### config.mk
export PLATFORM = sky130hd
export DESIGN_NAME = spi_master_ctrl
export DESIGN_NICKNAME = d
export VERILOG_FILES = /design/src/rtl/spi_pkg.sv /design/src/rtl/sclk_pulse_gen.sv /design/src/rtl/spi_master_ctrl.sv
export SDC_FILE = /design/constraint.sdc
export NUM_CORES = 1
export LEC_CHECK = 0
export ABC_CLOCK_PERIOD_IN_PS = 2290
export CAP_MARGIN = 25
export CORE_MARGIN = 2
export CORE_UTILIZATION = 57
export CTS_BUF_LIST = sky130_fd_sc_hd__clkbuf_8
export DETAILED_ROUTE_END_ITERATION = 7
export GPL_ROUTABILITY_DRIVEN = 0
export PLACE_DENSITY = 0.8
export REMOVE_ABC_BUFFERS = 1
export SYNTH_ARGS = -nofsm -noshare
export SYNTH_HDL_FRONTEND = slang
export SYNTH_HIERARCHICAL = 1
export SYNTH_SLANG_ARGS = --single-unit
export TNS_END_PERCENT = 30
### constraint.sdc
create_clock -name CTRL_CLK -period 2.29 [get_ports CTRL_CLK]
set_input_delay 0.458 -clock CTRL_CLK [delete_from_list [all_inputs] [get_ports CTRL_CLK]]
set_output_delay 0.458 -clock CTRL_CLK [all_outputs]
set_load 0.005 [all_outputs]
### src/rtl/spi_pkg.sv
// Shared SPI definitions: master FSM state encoding, per-bit phase encoding and bus mode.
// Reused by the slave side so both ends agree on phase numbering.
package spi_pkg;

  typedef enum logic [2:0] {
    ST_IDLE,
    ST_ARM,
    ST_SETUP,
    ST_TRANSFER,
    ST_HOLD
  } spi_state_e;

  typedef logic [1:0] spi_phase_t;

  localparam spi_phase_t PH_DRIVE  = 2'd0;
  localparam spi_phase_t PH_RISE   = 2'd1;
  localparam spi_phase_t PH_SAMPLE = 2'd2;
  localparam spi_phase_t PH_FALL   = 2'd3;

  // Mode number is {CPOL, CPHA}.
  localparam int SPI_MODE = 0;

  function automatic logic sclk_idle_level(input int mode);
    return mode[1];
  endfunction

endpackage

### src/rtl/sclk_pulse_gen.sv
// Free-running divider: one-cycle SCLK_PULSE every CLK_DIV cycles of CTRL_CLK.
// Runs continuously, including while the attached peripheral is idle.
module sclk_pulse_gen #(
  parameter int CLK_DIV = 4
) (
  input  logic CTRL_CLK,
  input  logic RST,
  output logic SCLK_PULSE
);

  localparam int CW = (CLK_DIV > 2) ? $clog2(CLK_DIV) : 1;
  localparam logic [CW-1:0] LAST = CW'(CLK_DIV - 1);

  logic [CW-1:0] cnt_q;
  logic [CW-1:0] cnt_d;

  always_comb begin
    cnt_d = (cnt_q == LAST) ? '0 : cnt_q + CW'(1);
  end

  always_ff @(posedge CTRL_CLK or posedge RST) begin
    if (RST) begin
      cnt_q <= '0;
    end else begin
      cnt_q <= cnt_d;
    end
  end

  assign SCLK_PULSE = (cnt_q == LAST);

endmodule

### src/rtl/spi_master_ctrl.sv
// Mode-0 SPI master: one word per START, MSB first, DONE strobe with received word.
// Pin updates only on SCLK_PULSE cycles; START accepted only when idle and not in the DONE cycle.
module spi_master_ctrl
  import spi_pkg::*;
#(
  parameter int CLK_DIV    = 4,
  parameter int DATA_WIDTH = 8,
  parameter int CS_SETUP   = 2,
  parameter int CS_HOLD    = 2
) (
  input  logic                  CTRL_CLK,
  input  logic                  RST,
  input  logic                  START,
  input  logic [DATA_WIDTH-1:0] TX_DATA,
  output logic [DATA_WIDTH-1:0] RX_DATA,
  output logic                  BUSY,
  output logic                  DONE,
  output logic                  SCLK_PULSE,
  output logic                  CS,
  output logic                  SCLK,
  output logic                  MOSI,
  input  logic                  MISO
);

  localparam int CNT_MAX = (CS_SETUP > CS_HOLD) ? CS_SETUP : CS_HOLD;
  localparam int CNTW    = $clog2(CNT_MAX + 1);
  localparam int BITW    = (DATA_WIDTH > 2) ? $clog2(DATA_WIDTH) : 1;

  localparam logic [CNTW-1:0] SETUP_LAST = CNTW'(CS_SETUP - 1);
  localparam logic [CNTW-1:0] HOLD_LAST  = CNTW'(CS_HOLD - 1);
  localparam logic [BITW-1:0] LAST_BIT   = BITW'(DATA_WIDTH - 1);
  localparam logic            SCLK_IDLE  = sclk_idle_level(SPI_MODE);

  spi_state_e            state_q;
  logic [CNTW-1:0]       cnt_q;
  spi_phase_t            phase_q;
  logic [BITW-1:0]       bit_cnt_q;
  logic [DATA_WIDTH-1:0] tx_shift_q;
  logic [DATA_WIDTH-1:0] rx_shift_q;
  logic [DATA_WIDTH-1:0] rx_data_q;
  logic                  cs_q;
  logic                  sclk_q;
  logic                  mosi_q;
  logic                  busy_q;
  logic                  done_q;

  sclk_pulse_gen #(
    .CLK_DIV(CLK_DIV)
  ) u_pulse (
    .CTRL_CLK  (CTRL_CLK),
    .RST       (RST),
    .SCLK_PULSE(SCLK_PULSE)
  );

  always_ff @(posedge CTRL_CLK or posedge RST) begin
    if (RST) begin
      state_q    <= ST_IDLE;
      cnt_q      <= '0;
      phase_q    <= PH_DRIVE;
      bit_cnt_q  <= '0;
      tx_shift_q <= '0;
      rx_shift_q <= '0;
      rx_data_q  <= '0;
      cs_q       <= 1'b1;
      sclk_q     <= SCLK_IDLE;
      mosi_q     <= 1'b0;
      busy_q     <= 1'b0;
      done_q     <= 1'b0;
    end else begin
      done_q <= 1'b0;
      // Acceptance on a pulse cycle takes precedence; ARM then waits for the following pulse.
      if (state_q == ST_IDLE) begin
        if (START && !busy_q && !done_q) begin
          tx_shift_q <= TX_DATA;
          busy_q     <= 1'b1;
          state_q    <= ST_ARM;
        end
      end else if (SCLK_PULSE) begin
        case (state_q)
          ST_ARM: begin
            cs_q    <= 1'b0;
            cnt_q   <= '0;
            state_q <= ST_SETUP;
          end
          ST_SETUP: begin
            if (cnt_q == SETUP_LAST) begin
              phase_q   <= PH_DRIVE;
              bit_cnt_q <= '0;
              state_q   <= ST_TRANSFER;
            end else begin
              cnt_q <= cnt_q + CNTW'(1);
            end
          end
          ST_TRANSFER: begin
            phase_q <= phase_q + 2'd1;
            case (phase_q)
              PH_DRIVE:  mosi_q <= tx_shift_q[DATA_WIDTH-1];
              PH_RISE:   sclk_q <= ~SCLK_IDLE;
              PH_SAMPLE: rx_shift_q <= {rx_shift_q[DATA_WIDTH-2:0], MISO};
              PH_FALL: begin
                sclk_q     <= SCLK_IDLE;
                tx_shift_q <= {tx_shift_q[DATA_WIDTH-2:0], 1'b0};
                bit_cnt_q  <= bit_cnt_q + BITW'(1);
                if (bit_cnt_q == LAST_BIT) begin
                  cnt_q   <= '0;
                  state_q <= ST_HOLD;
                end
              end
            endcase
          end
          ST_HOLD: begin
            if (cnt_q == HOLD_LAST) begin
              cs_q      <= 1'b1;
              mosi_q    <= 1'b0;
              rx_data_q <= rx_shift_q;
              done_q    <= 1'b1;
              busy_q    <= 1'b0;
              state_q   <= ST_IDLE;
            end else begin
              cnt_q <= cnt_q + CNTW'(1);
            end
          end
          default: state_q <= ST_IDLE;
        endcase
      end
    end
  end

  assign RX_DATA = rx_data_q;
  assign BUSY    = busy_q;
  assign DONE    = done_q;
  assign CS      = cs_q;
  assign SCLK    = sclk_q;
  assign MOSI    = mosi_q;

endmodule

==> out/summary.txt, run 1 <==
Total Routed Length = 3.58 mm
mean instance size in the synthesized netlist = 11.7 um^2
post-detailed-route via-to-cell ratio = 5.49
Die Y = 63.2 um
end point of the critical path = SCLK_PULSE
post-CTS setup-driven buffer insertion count = 0
count of flip-flops with a built-in enable after synthesis = 0
flops & latches, synth = 41
area leader, netlist = sky130_fd_sc_hd__dfrtp_1
initial cell density of the core = 59.8%
clock latency at the later pin of the worst-skew pair = 0.29 ns
Mapped Area = 1990 um^2
vias in the first global route = 1,391
Placed Instance Area = 2290 um^2
end of the worst register-to-register path = tx_shift_q[6]
Worst R2R Setup Slack = 0.28 ns
Cell Count, Final, Fillers Out = 248
Netlist cell types = 40
Multi-input gate area = 866 um^2
power share of the combinational group = 3.0%
area share of the leading cell type in the synthesized netlist = 50.2%
Top FF cell, synth = sky130_fd_sc_hd__dfrtp_1
drt first-iter violations = 46
count of TritonRoute iterations in the first routing pass = 4
total count of max-transition violations in the final report = 0
overall track demand over capacity in global routing = 20.1%
unrepaired setup endpoints after global routing = false
share of post-route cells with drive strength above 1 = 21.3%
Resize count post-CTS = 0
Die Wd = 63.2 um
global-route wire length before repair = 6.38 mm
clock tree root driver cell = sky130_fd_sc_hd__clkbuf_8
status = finished clean
final-layout worst hold slack = 0.337 ns
footprint of the flip-flops and latches = 1030 um^2
routed length per placed instance = 14.4 um
sequential-to-total area share from yosys stat = 51.5%
HPWL after detailed placement = 2.60 mm
number of routed nets with antenna violations = 0
number of setup violations in the final report = 0
quantity of I/O buffers inserted on ports = 25
Yosys warnings = 6
Peak supply drop = 0.439 mV
number of max-cap violations = 0
count of antenna diodes in the layout = 0
commonest cells after routing, fill and taps aside = sky130_fd_sc_hd__dfrtp_1, sky130_fd_sc_hd__nand2_1, sky130_fd_sc_hd__clkdlybuf4s50_1, sky130_fd_sc_hd__mux2_2, sky130_fd_sc_hd__inv_1
R2R cell count = 4
PwrDens = 559 nW/um^2
share of power burned in registers = 53.9%
Post-Layout Inst Area = 2410 um^2
clk buf depth = 2
Static Leakage = 1.14 nW
Boundary Pins = 26
total global routing overflow = 0
launch point of the worst reg-to-reg path = state_q[2]
worst setup path startpoint = u_pulse/cnt_q[0]
net switching share of the total power = 20.4%
type of the most critical hold path = in2async
clock tree from TritonCTS = built
number of DRC violations after detailed routing = 0
hold buffers post-CTS = 0
count of fill cells added during filler insertion = 253
number of cells in the design after placement = 240
growth of design area from synthesis to finish = 20.6%
Clock Sinks = 41
H-tree depth = 2
post-route clock period utilization = 91.2%
cell-internal power = 1.07 mW
Worst EP arrival = 1.63 ns
worst-path maximum fanout = 12
std cell rows = 21
sort of element at the end of the critical path = primary output
headroom to the max-slew limit = 67.4%
clock-pin slew of the registers on the worst-case setup and hold paths = 0.08 ns
final count of hold timing violations = 0
data required time at the worst endpoint = 1.83 ns
Total Power Consumption = 1.35 mW
part of the power in the clock network = 43.1%
pin count of the biggest net entering global routing = 40
total negative slack = 0 ns
fin crit period = 2.09 ns
leading post-synthesis cells by cell area = sky130_fd_sc_hd__dfrtp_1, sky130_fd_sc_hd__mux2_2, sky130_fd_sc_hd__mux2_4, sky130_fd_sc_hd__nand2_1, sky130_fd_sc_hd__ha_1
most common library cell in the layout ignoring fill and taps = sky130_fd_sc_hd__dfrtp_1
antenna violations before repair = 0
fmax = 479 MHz
async set-reset flop share out of synthesis = 100%
start-to-end type of the worst setup path = reg2out
net count of the finished layout = 221
core region area = 3340 um^2
startpoint kind of the worst setup timing path = register
number of buffers created by CTS = 5
actual slew at the worst max-slew pin = 0.489 ns
Psw = 0.275 mW
routed vias = 1,362
die area = 3990 um^2
setup clock skew after layout = 0.00581 ns
cells after synthesis = 171
==> sequential cells by signal (all words and copies together) (netlist names) <==
name / cells
phase_q: 2
SCLK: 1
CS: 1
DONE: 1
cnt_q: 2
tx_shift_q: 8
u_pulse/cnt_q: 2
MOSI: 1
RX_DATA: 8
state_q: 3
BUSY: 1
bit_cnt_q: 3
rx_shift_q: 8
==> worst max-delay path: stages (launching register included) <==
cell and delay [ns]:
sky130_fd_sc_hd__dfrtp_1 0.35, sky130_fd_sc_hd__ha_1 0.40, sky130_fd_sc_hd__clkdlybuf4s50_1 0.59
==> worst min path at each step <==
stage / end / depth (start not counted)
after floorplan: u_pulse/cnt_q[0] / 1
after global routing: u_pulse/cnt_q[1] / 2
after CTS: u_pulse/cnt_q[1] / 2
after detailed placement: u_pulse/cnt_q[0] / 1
after global placement: u_pulse/cnt_q[0] / 1
final: u_pulse/cnt_q[1] / 2
==> cell families after synthesis <==
logic type                 synth area share [%]
xor gates and xnor gates                  0.439
DFF                                        51.5
adders and majority gates                  5.02
buffers and inverters                      5.08
AOI/OAI and AO/OA                          9.60
muxes                                      17.0
and+or+nand+nor                            11.4
==> per-stage QoR <==
step,utilization (%),setup slack [ns]
4_1_cts,72.1,0.191
2_1_floorplan,-,0.297
3_5_place_dp,68.7,0.230
5_1_grt,72.1,0.0753
6_report,72.1,0.201
3_3_place_gp,68.7,0.267
==> routing by layer <==
| layer | global-route usage, % | part of all wire (%) |
|---|---|---|
| met2 | 34.6 | 50 |
| met5 | 0 | 0 |
| met4 | 7.22 | 1.5 |
| met3 | 5.00 | 5.6 |
| met1 | 24.3 | 43 |
==> power groups by stage <==
stage	registers (mW)	clock network, mW	logic [mW]
floorplan	0.739	0	0.0165
global placement	0.739	0	0.0404
detailed placement	0.739	0	0.0423
CTS	0.725	0.592	0.0425
global route	0.725	0.620	0.0464
finish	0.725	0.580	0.0410
==> area by class of cell <==
cell class	count	share of cell area, %
Multi-Input combinational cell	109	36.0
Tap cell	46	2.39
Timing Repair Buffer	30	12.0
Inverter	14	2.18
Sequential cell	41	42.7
Clock inverter	3	1.92
Clock buffer	5	2.86
==> cells in the mapped netlist (2+ instances only) <==
library cell and n:
sky130_fd_sc_hd__a21oi_1 3, sky130_fd_sc_hd__a22o_1 6, sky130_fd_sc_hd__buf_2 3, sky130_fd_sc_hd__buf_6 2
sky130_fd_sc_hd__dfrtp_1 40, sky130_fd_sc_hd__ha_1 8, sky130_fd_sc_hd__inv_1 14, sky130_fd_sc_hd__mux2_2 19
sky130_fd_sc_hd__mux2_4 7, sky130_fd_sc_hd__mux2i_1 2, sky130_fd_sc_hd__nand2_1 27, sky130_fd_sc_hd__nand3_1 3
sky130_fd_sc_hd__nor2_1 5, sky130_fd_sc_hd__o21ai_0 4, sky130_fd_sc_hd__o22ai_1 3
Note: power is estimated with default switching activity, not from simulation.
==> run 2: changes to the inputs <==
- CORE_ASPECT_RATIO: default -> 1.75
==> out/summary.txt, run 2 (synthesized netlist as in run 1, its figures left out) <==
status = finished clean
Resize count post-CTS = 0 (unchanged)
fin crit period = 2.09 ns (+0.00546 ns)
clock tree from TritonCTS = built
startpoint kind of the worst setup timing path = register
quantity of I/O buffers inserted on ports = 25 (unchanged)
Die Y = 82.3 um (+30%)
pin count of the biggest net entering global routing = 40 (unchanged)
clock latency at the later pin of the worst-skew pair = 0.30 ns (about the same)
vias in the first global route = 1,505 (+8.2%)
worst-path maximum fanout = 12 (unchanged)
unrepaired setup endpoints after global routing = false
count of TritonRoute iterations in the first routing pass = 4 (unchanged)
number of setup violations in the final report = 0 (unchanged)
global-route wire length before repair = 6.73 mm (+5.6%)
setup clock skew after layout = 0.00949 ns (+0.00367 ns)
sort of element at the end of the critical path = primary output
core region area = 3360 um^2 (+0.79%)
total count of max-transition violations in the final report = 0 (unchanged)
Static Leakage = 1.14 nW (-0.46%)
clock tree root driver cell = sky130_fd_sc_hd__clkbuf_8
overall track demand over capacity in global routing = 22.7% (+2.7 points)
die area = 4010 um^2 (+0.47%)
Cell Count, Final, Fillers Out = 247 (-0.40%)
worst slack at placement = 0.186 ns (-0.0445 ns)
total global routing overflow = 0 (unchanged)
routed vias = 1,388 (+1.9%)
commonest cells after routing, fill and taps aside = sky130_fd_sc_hd__dfrtp_1, sky130_fd_sc_hd__nand2_1, sky130_fd_sc_hd__clkdlybuf4s50_1, sky130_fd_sc_hd__mux2_2, sky130_fd_sc_hd__inv_1
fmax = 477 MHz (-0.26%)
worst path setup slack after routing = 0.195 ns (-0.00546 ns)
growth of design area from synthesis to finish = 18.9%
count of fill cells added during filler insertion = 259 (+2.4%)
post-CTS setup-driven buffer insertion count = 0 (unchanged)
drt first-iter violations = 8 (-83%)
total negative slack = 0 ns (unchanged)
Peak supply drop = 0.486 mV (+11%)
initial cell density of the core = 59.3% (-0.47 points)
headroom to the max-slew limit = 66.0% (-1.5 points)
most common library cell in the layout ignoring fill and taps = sky130_fd_sc_hd__dfrtp_1
std cell rows = 28 (+33%)
start-to-end type of the worst setup path = reg2out
count of antenna diodes in the layout = 0 (unchanged)
hold buffers post-CTS = 0 (unchanged)
R2R cell count = 4 (unchanged)
share of post-route cells with drive strength above 1 = 20.8% (-0.50 points)
number of routed nets with antenna violations = 0 (unchanged)
number of buffers created by CTS = 5 (unchanged)
actual slew at the worst max-slew pin = 0.510 ns (+0.0216 ns)
Total Power Consumption = 1.21 mW (-9.7%)
H-tree depth = 2 (unchanged)
number of cells in the design after placement = 239 (-0.42%)
post-route clock period utilization = 91.5% (+0.24 points)
Total Routed Length = 3.98 mm (+11%)
number of max-cap violations = 0 (unchanged)
number of DRC violations after detailed routing = 0 (unchanged)
routed length per placed instance = 16.1 um (+12%)
final count of hold timing violations = 0 (unchanged)
clk buf depth = 2 (unchanged)
Boundary Pins = 26 (unchanged)
net count of the finished layout = 221 (unchanged)
PwrDens = 512 nW/um^2 (-8.5%)
antenna violations before repair = 0 (unchanged)
Die Wd = 48.7 um (-23%)
clock-pin slew of the registers on the worst-case setup and hold paths = 0.07 ns (about the same)
data required time at the worst endpoint = 1.83 ns (about the same)
post-detailed-route via-to-cell ratio = 5.62 (+2.3%)
HPWL after detailed placement = 2.90 mm (+11%)
Clock Sinks = 41 (unchanged)
type of the most critical hold path = in2async
Worst EP arrival = 1.64 ns (about the same)
-- run 2: worst paths after layout --
path / startpoint / endpoint / slack (ns)
worst min register to register: u_pulse/cnt_q[0] / u_pulse/cnt_q[0] / 0.43
worst max-delay path: u_pulse/cnt_q[0] / SCLK_PULSE / 0.20
worst max register to register: state_q[2] / tx_shift_q[4] / 0.24
max in group asynchronous: RST / CS / 1.31
min in group CTRL_CLK: u_pulse/cnt_q[0] / u_pulse/cnt_q[0] / 0.43
worst min-delay path: RST / u_pulse/cnt_q[0] / 0.34
-- run 2: per-layer routing --
metal	share of wire, %	global-route usage (%)	routed length, um
met2	56	42.2	2230
met4	3.5	15.4	140
met1	36	21.6	1440
met5	0	0	0
met3	4.4	6.47	175
-- run 2: final cells by class --
| class | instances | area [um^2] | area share, % |
|---|---|---|---|
| Clock buffer | 5 | 68.8 | 2.90 |
| Clock inverter | 3 | 13.8 | 0.580 |
| Inverter | 14 | 52.6 | 2.22 |
| Multi-Input combinational cell | 109 | 866 | 36.5 |
| Sequential cell | 41 | 1030 | 43.3 |
| Tap cell | 45 | 56.3 | 2.37 |
| Timing Repair Buffer | 30 | 288 | 12.1 |
-- run 2: report_power, final --
group | total (mW) | switching (mW) | internal [mW]
registers | 0.725 | 0.000628 | 0.725
logic | 0.0413 | 0.0206 | 0.0207
clock network | 0.448 | 0.242 | 0.207
-- run 2: metrics by stage --
stage | area, um^2 | util [%] | hold WS, ns
finish | 2370 | 70.5 | 0.343
global route | 2370 | 70.5 | 0.370
CTS | 2370 | 70.5 | 0.341
detailed placement | 2290 | 68.1 | 0.423
global placement | 2290 | 68.1 | 0.413
floorplan | 1950 | - | 0.199
-- run 2: worst max-delay path: stages (launching register included) --
cell and delay [ns]:
sky130_fd_sc_hd__dfrtp_1 0.35, sky130_fd_sc_hd__ha_1 0.41, sky130_fd_sc_hd__clkdlybuf4s50_1 0.58
==> variant 1, RTL diff (flow settings as in run 2) <==
Change the parameter `CS_HOLD` from 2 to 1.
--- a/src/rtl/spi_master_ctrl.sv
+++ b/src/rtl/spi_master_ctrl.sv
@@ -6,7 +6,7 @@
   parameter int CLK_DIV    = 4,
   parameter int DATA_WIDTH = 8,
   parameter int CS_SETUP   = 2,
-  parameter int CS_HOLD    = 2
+  parameter int CS_HOLD    = 1
 ) (
   input  logic                  CTRL_CLK,
   input  logic                  RST,
Behaviour: same outputs for any inputs over 10 cycles, from zero or initial values and one cycle with RST high; that may be too few to reach the edited logic, so the function may still have changed.
==> variant 1 against run 2 <==
Power up 5.1%. Setup slack gained 0.039 ns. Count of clock-buffer cells in the layout rose by 2. Core utilization is 0.45 points higher. Critical path type unchanged. Area after synthesis rose by 0.13%. Global-route usage decreased by 1.8 points. Design area increased by 0.63%. Highest routed layer unchanged. Routed wire length fell by 6.1%. Sequential cell count stayed put.
==> variant 1: results (changes against run 2) <==
[run_status]
status = finished, final reports clean

[layout]
drive_gt1_share_pct = 18.5  ; -2.3 points
antenna_cells = 0  ; unchanged
final_nets = 220  ; -0.45%
fillCellCount = 264  ; +1.9%
final_cells = 245  ; -0.81%

[hold_path]
hold_path_class = in -> async

[global_routing]
grt_pass1_wl_um = 6400  ; -5.0%
use_met1_pct = 21.7  ; +0.062 points
grt_max_degree = 28  ; -30%
use_met2_pct = 39.9  ; -2.3 points
grt_pass1_vias = 1450  ; -3.7%
met3_usage_pct = 5.04  ; -1.4 points
track_usage_pct = 21.0  ; -1.8 points

[power]
ir_drop_mv = 0.619  ; +27%
clkPwrFrac_pct = 39.7  ; +2.8 points
internal_power_mw = 1.02  ; +7.2%
p_leak_nw = 1.07  ; -6.2%

[worst_setup_path]
crit_family = buffers and inverters
cpPeakStageDelay_ns = 0.57
crit_fanout = 11  ; -1
slowest_stage = clkdlybuf4s50_1
crit_arrival_ns = 1.60  ; -0.04 ns
reg2reg_slack_ns = 0.42  ; +0.18 ns

[timing]
slew_headroom_pct = 60.7  ; -5.3 points
hold_violations = 0  ; unchanged
finalClockSkew_ns = 0.00717  ; -0.00231 ns

[synth]
yosys-top-cells-area = dfrtp_1 50%, mux2_2 9.0%, ha_1 5.6%, mux2i_1 4.5%, o21ai_0 3.5%
synthCells = 174  ; +1.8%
ys_seq_area_share_pct = 51.4  ; -0.065 points
synth_commonest_cells = 40 x dfrtp_1, 16 x mux2_2, 14 x nand2_1, 14 x o21ai_0, 13 x inv_1
ys_types = 34  ; -15%

[clock_tree]
htree_levels = 2  ; unchanged
postCtsSetupRepairBufs = 0  ; unchanged
root_buffer = clkbuf_8

[route]
drt_iter0_markers = 22  ; +14
vias = 1374  ; -1.0%
avgRoutedWirePerCell_um = 15.3  ; -5.4%
drtPass1Iterations = 4  ; unchanged

[placement]
dp_cells = 237  ; -0.84%
dpl.hpwl_um = 2840  ; -2.2%

variant 1: cell count changes after synthesis, moves of 2 or more:
cell | run 2 | this run
clkbuf_1 | 1 | 4
buf_4 | 1 | 3
mux2i_1 | 2 | 9
buf_6 | 2 | 0
and4b_1 | 0 | 2
nor2_1 | 5 | 10
mux2_2 | 19 | 16
a21oi_1 | 3 | 6
mux2_4 | 7 | 2
nand2_1 | 27 | 14
o21ai_0 | 4 | 14
or3b_1 | 0 | 2
variant 1: layer usage:
| layer | part of all wire (%) | wire length, um |
|---|---|---|
| met3 | 3.8 | 141 |
| met5 | 0 | 0 |
| met1 | 37 | 1390 |
| met4 | 1.8 | 66 |
| met2 | 57 | 2140 |
variant 1: worst paths after layout:
path | depth (start not counted) | from | to
max reg2reg | 4 | u_pulse/cnt_q[0]$_DFF_PP0_ | RX_DATA[0]$_DFFE_PP0P_
max in group asynchronous | 3 | RST | RX_DATA[4]$_DFFE_PP0P_
min reg2reg | 1 | u_pulse/cnt_q[0]$_DFF_PP0_ | u_pulse/cnt_q[0]$_DFF_PP0_
min in group CTRL_CLK | 1 | u_pulse/cnt_q[0]$_DFF_PP0_ | u_pulse/cnt_q[0]$_DFF_PP0_
max | 2 | u_pulse/cnt_q[0]$_DFF_PP0_ | SCLK_PULSE
min | 2 | RST | u_pulse/cnt_q[0]$_DFF_PP0_
variant 1: cell families after synthesis:
logic type | count (synthesis) | share of synthesized area (%)
flops | 41 | 51.4
simple gates | 40 | 10.8
compound gates | 34 | 12.0
mux | 27 | 15.0
buf+inv | 23 | 5.07
fa+ha+maj | 9 | 5.64
variant 1: power by group through the flow:
stage | registers [mW] | clock network (mW) | logic [mW]
2_1_floorplan | 0.742 | 0 | 0.0136
3_3_place_gp | 0.742 | 0 | 0.0408
3_5_place_dp | 0.742 | 0 | 0.0423
4_1_cts | 0.728 | 0.524 | 0.0427
5_1_grt | 0.728 | 0.554 | 0.0463
6_report | 0.728 | 0.507 | 0.0413
variant 1: per-stage QoR:
| stage | hold slack (ns) | setup slack [ns] | cell area (sq um) |
|---|---|---|---|
| 6_report | 0.367 | 0.234 | 2390 |
| 3_3_place_gp | 0.419 | 0.498 | 2290 |
| 5_1_grt | 0.386 | 0.177 | 2390 |
| 3_5_place_dp | 0.426 | 0.444 | 2290 |
| 4_1_cts | 0.363 | 0.240 | 2390 |
| 2_1_floorplan | 0.199 | 0.176 | 1940 |
variant 1: cell type report:
| cell class | instances | area, sq um | area share (%) |
|---|---|---|---|
| multi-input combinational | 110 | 868 | 36.4 |
| inverter | 13 | 48.8 | 2.04 |
| clock inverter | 1 | 5.00 | 0.210 |
| tap | 45 | 56.3 | 2.36 |
| timing repair buffer | 28 | 285 | 11.9 |
| clock buffer | 7 | 96.3 | 4.04 |
| sequential | 41 | 1030 | 43.0 |
==> variant 2, RTL diff (config.mk and constraints of run 2) <==
Without the edit above. Put one more register stage on the output `RX_DATA`, with the module's reset. The value now appears one clock later. The other outputs are not delayed to match.
--- a/src/rtl/spi_master_ctrl.sv
+++ b/src/rtl/spi_master_ctrl.sv
@@ -126,7 +126,13 @@
     end
   end
 
-  assign RX_DATA = rx_data_q;
+  always_ff @(posedge CTRL_CLK or posedge RST) begin
+    if (RST) begin
+      RX_DATA <= '0;
+    end else begin
+      RX_DATA <= rx_data_q;
+    end
+  end
   assign BUSY    = busy_q;
   assign DONE    = done_q;
   assign CS      = cs_q;
Function: no difference found for any inputs over 10 cycles, from zero or initial values and one cycle with RST high; that may be too few to reach the edited logic, so the function may still have changed.
==> variant 2 against run 2 <==
Design area grew 9.3%. Routed wire length shrank 3.3%. Worst hold slack better by 0.0027 ns. Sequential cell count rose by 8. Power grew 18%. Register-to-register slack gained 0.12 ns. Setup slack gained 0.16 ns. Area after synthesis rose by 9.1%.
==> variant 2: results (changes against run 2) <==
[run_status]
status = finished, final reports clean

[route]
drtPass1Iterations = 4  ; unchanged
post_drt_via_cell_ratio = 5.56  ; -1.0%
drt_iter0_markers = 29  ; +21
wirelength_um = 3850  ; -3.3%

[synth]
yosysWarnings = 6  ; unchanged
synthAdderAreaFrac_pct = 4.60  ; -0.42 points
ys_types = 36  ; -10%
synth_compound_area_share_pct = 8.17  ; -1.4 points
yosys_most_used_dff = dfrtp_1
ys_seq_area_share_pct = 56.4  ; +4.9 points
synthXorXnorAreaFrac_pct = 0.403  ; -0.037 points
synth_commonest_cells = 48 x dfrtp_1, 24 x mux2_1, 11 x nand2_1
yosys-top-cells-area = dfrtp_1 55%, mux2_1 12%, mux2_4 4.8%, ha_1 4.6%, nand2_1 1.9%
ys_async_sr_fraction_pct = 100  ; unchanged
synthMuxAreaShare_pct = 18.7  ; +1.7 points

[layout]
drive_gt1_share_pct = 14.4  ; -6.4 points
antenna_cells = 0  ; unchanged
final_nets = 213  ; -3.6%
fillCellCount = 258  ; -0.39%

[power]
power.density_mw_per_mm2 = 552  ; +7.9%
switchingPower_mw = 0.320  ; +22%
clkPwrFrac_pct = 36.3  ; -0.6 points
p_leak_nw = 1.29  ; +13%
power_sequential_mw = 0.869  ; +20%
ir_drop_mv = 0.526  ; +8.4%

[hold_path]
hold_path_class = in -> async

[worst_setup_path]
cpPeakStageDelay_ns = 0.55  ; -0.03 ns
cp-startpoint = state_q[2]$_DFFE_PP0P_
crit_arrival_ns = 2.12  ; +0.48 ns
crit_family = simple AND/OR/NAND/NOR gates
critPathCapture = rx_shift_q[0]$_DFFE_PP0P_
reg2reg_slack_ns = 0.36  ; +0.12 ns
slowest_stage = dfrtp_1
crit_fanout = 13  ; +1
reg2regPathDepth = 3  ; -1

[clock_tree]
htree_levels = 2  ; unchanged
clkSlewWorstSetupHoldPaths_ns = 0.09  ; +0.02 ns
clock_path_buffers = 2  ; unchanged
clk_latency_ns = 0.30  ; about the same
cts-resized-gates = 0  ; unchanged
root_buffer = clkbuf_8

[global_routing]
antenna_found_initial = 0  ; unchanged
grt_pass1_vias = 1448  ; -3.8%
grt_max_degree = 31  ; -23%
track_usage_pct = 21.3  ; -1.5 points
grt_pass1_wl_um = 6800  ; +1.0%

[placement]
dpl.hpwl_um = 2830  ; -2.6%

[run]
drv_cap = 0  ; unchanged

[timing]
slew_headroom_pct = 55.1  ; -11 points
holdWs_ns = 0.346  ; +0.00273 ns
hold_violations = 0  ; unchanged
finalClockSkew_ns = 0.00787  ; -0.00161 ns

## variant 2: cell count changes after synthesis, sizes merged, moves of 3 or more
cell,change
o31ai,+3
inv,-5
nor2,-3
o21ai,+3
mux2,+7
nand2,-16
dfrtp,+8
## variant 2: routing by layer
metal	up-vias	wire length, um	GRT usage, %
met3	12	136	4.53
met2	28	2090	36.1
met5	-	0	0
li1	632	-	-
met4	0	138	12.0
met1	663	1490	24.4
## variant 2: stage by stage
step	setup WS [ns]	instances	utilization (%)	cell area [sq um]
final	0.357	240	71.5	2590
after CTS	0.347	240	71.5	2590
after floorplan	0.410	155	-	2130
after global routing	0.228	240	71.5	2590
after global placement	0.366	232	68.9	2500
after detailed placement	0.335	232	68.9	2500
## variant 2: area by class of cell
type	instances	area share, %
repair buffers	31	11.9
multi-input cells	97	33.6
clock buffers	5	2.65
inverters	9	1.30
clock inverters	3	1.01
well taps	46	2.22
flip-flops and latches	49	47.3
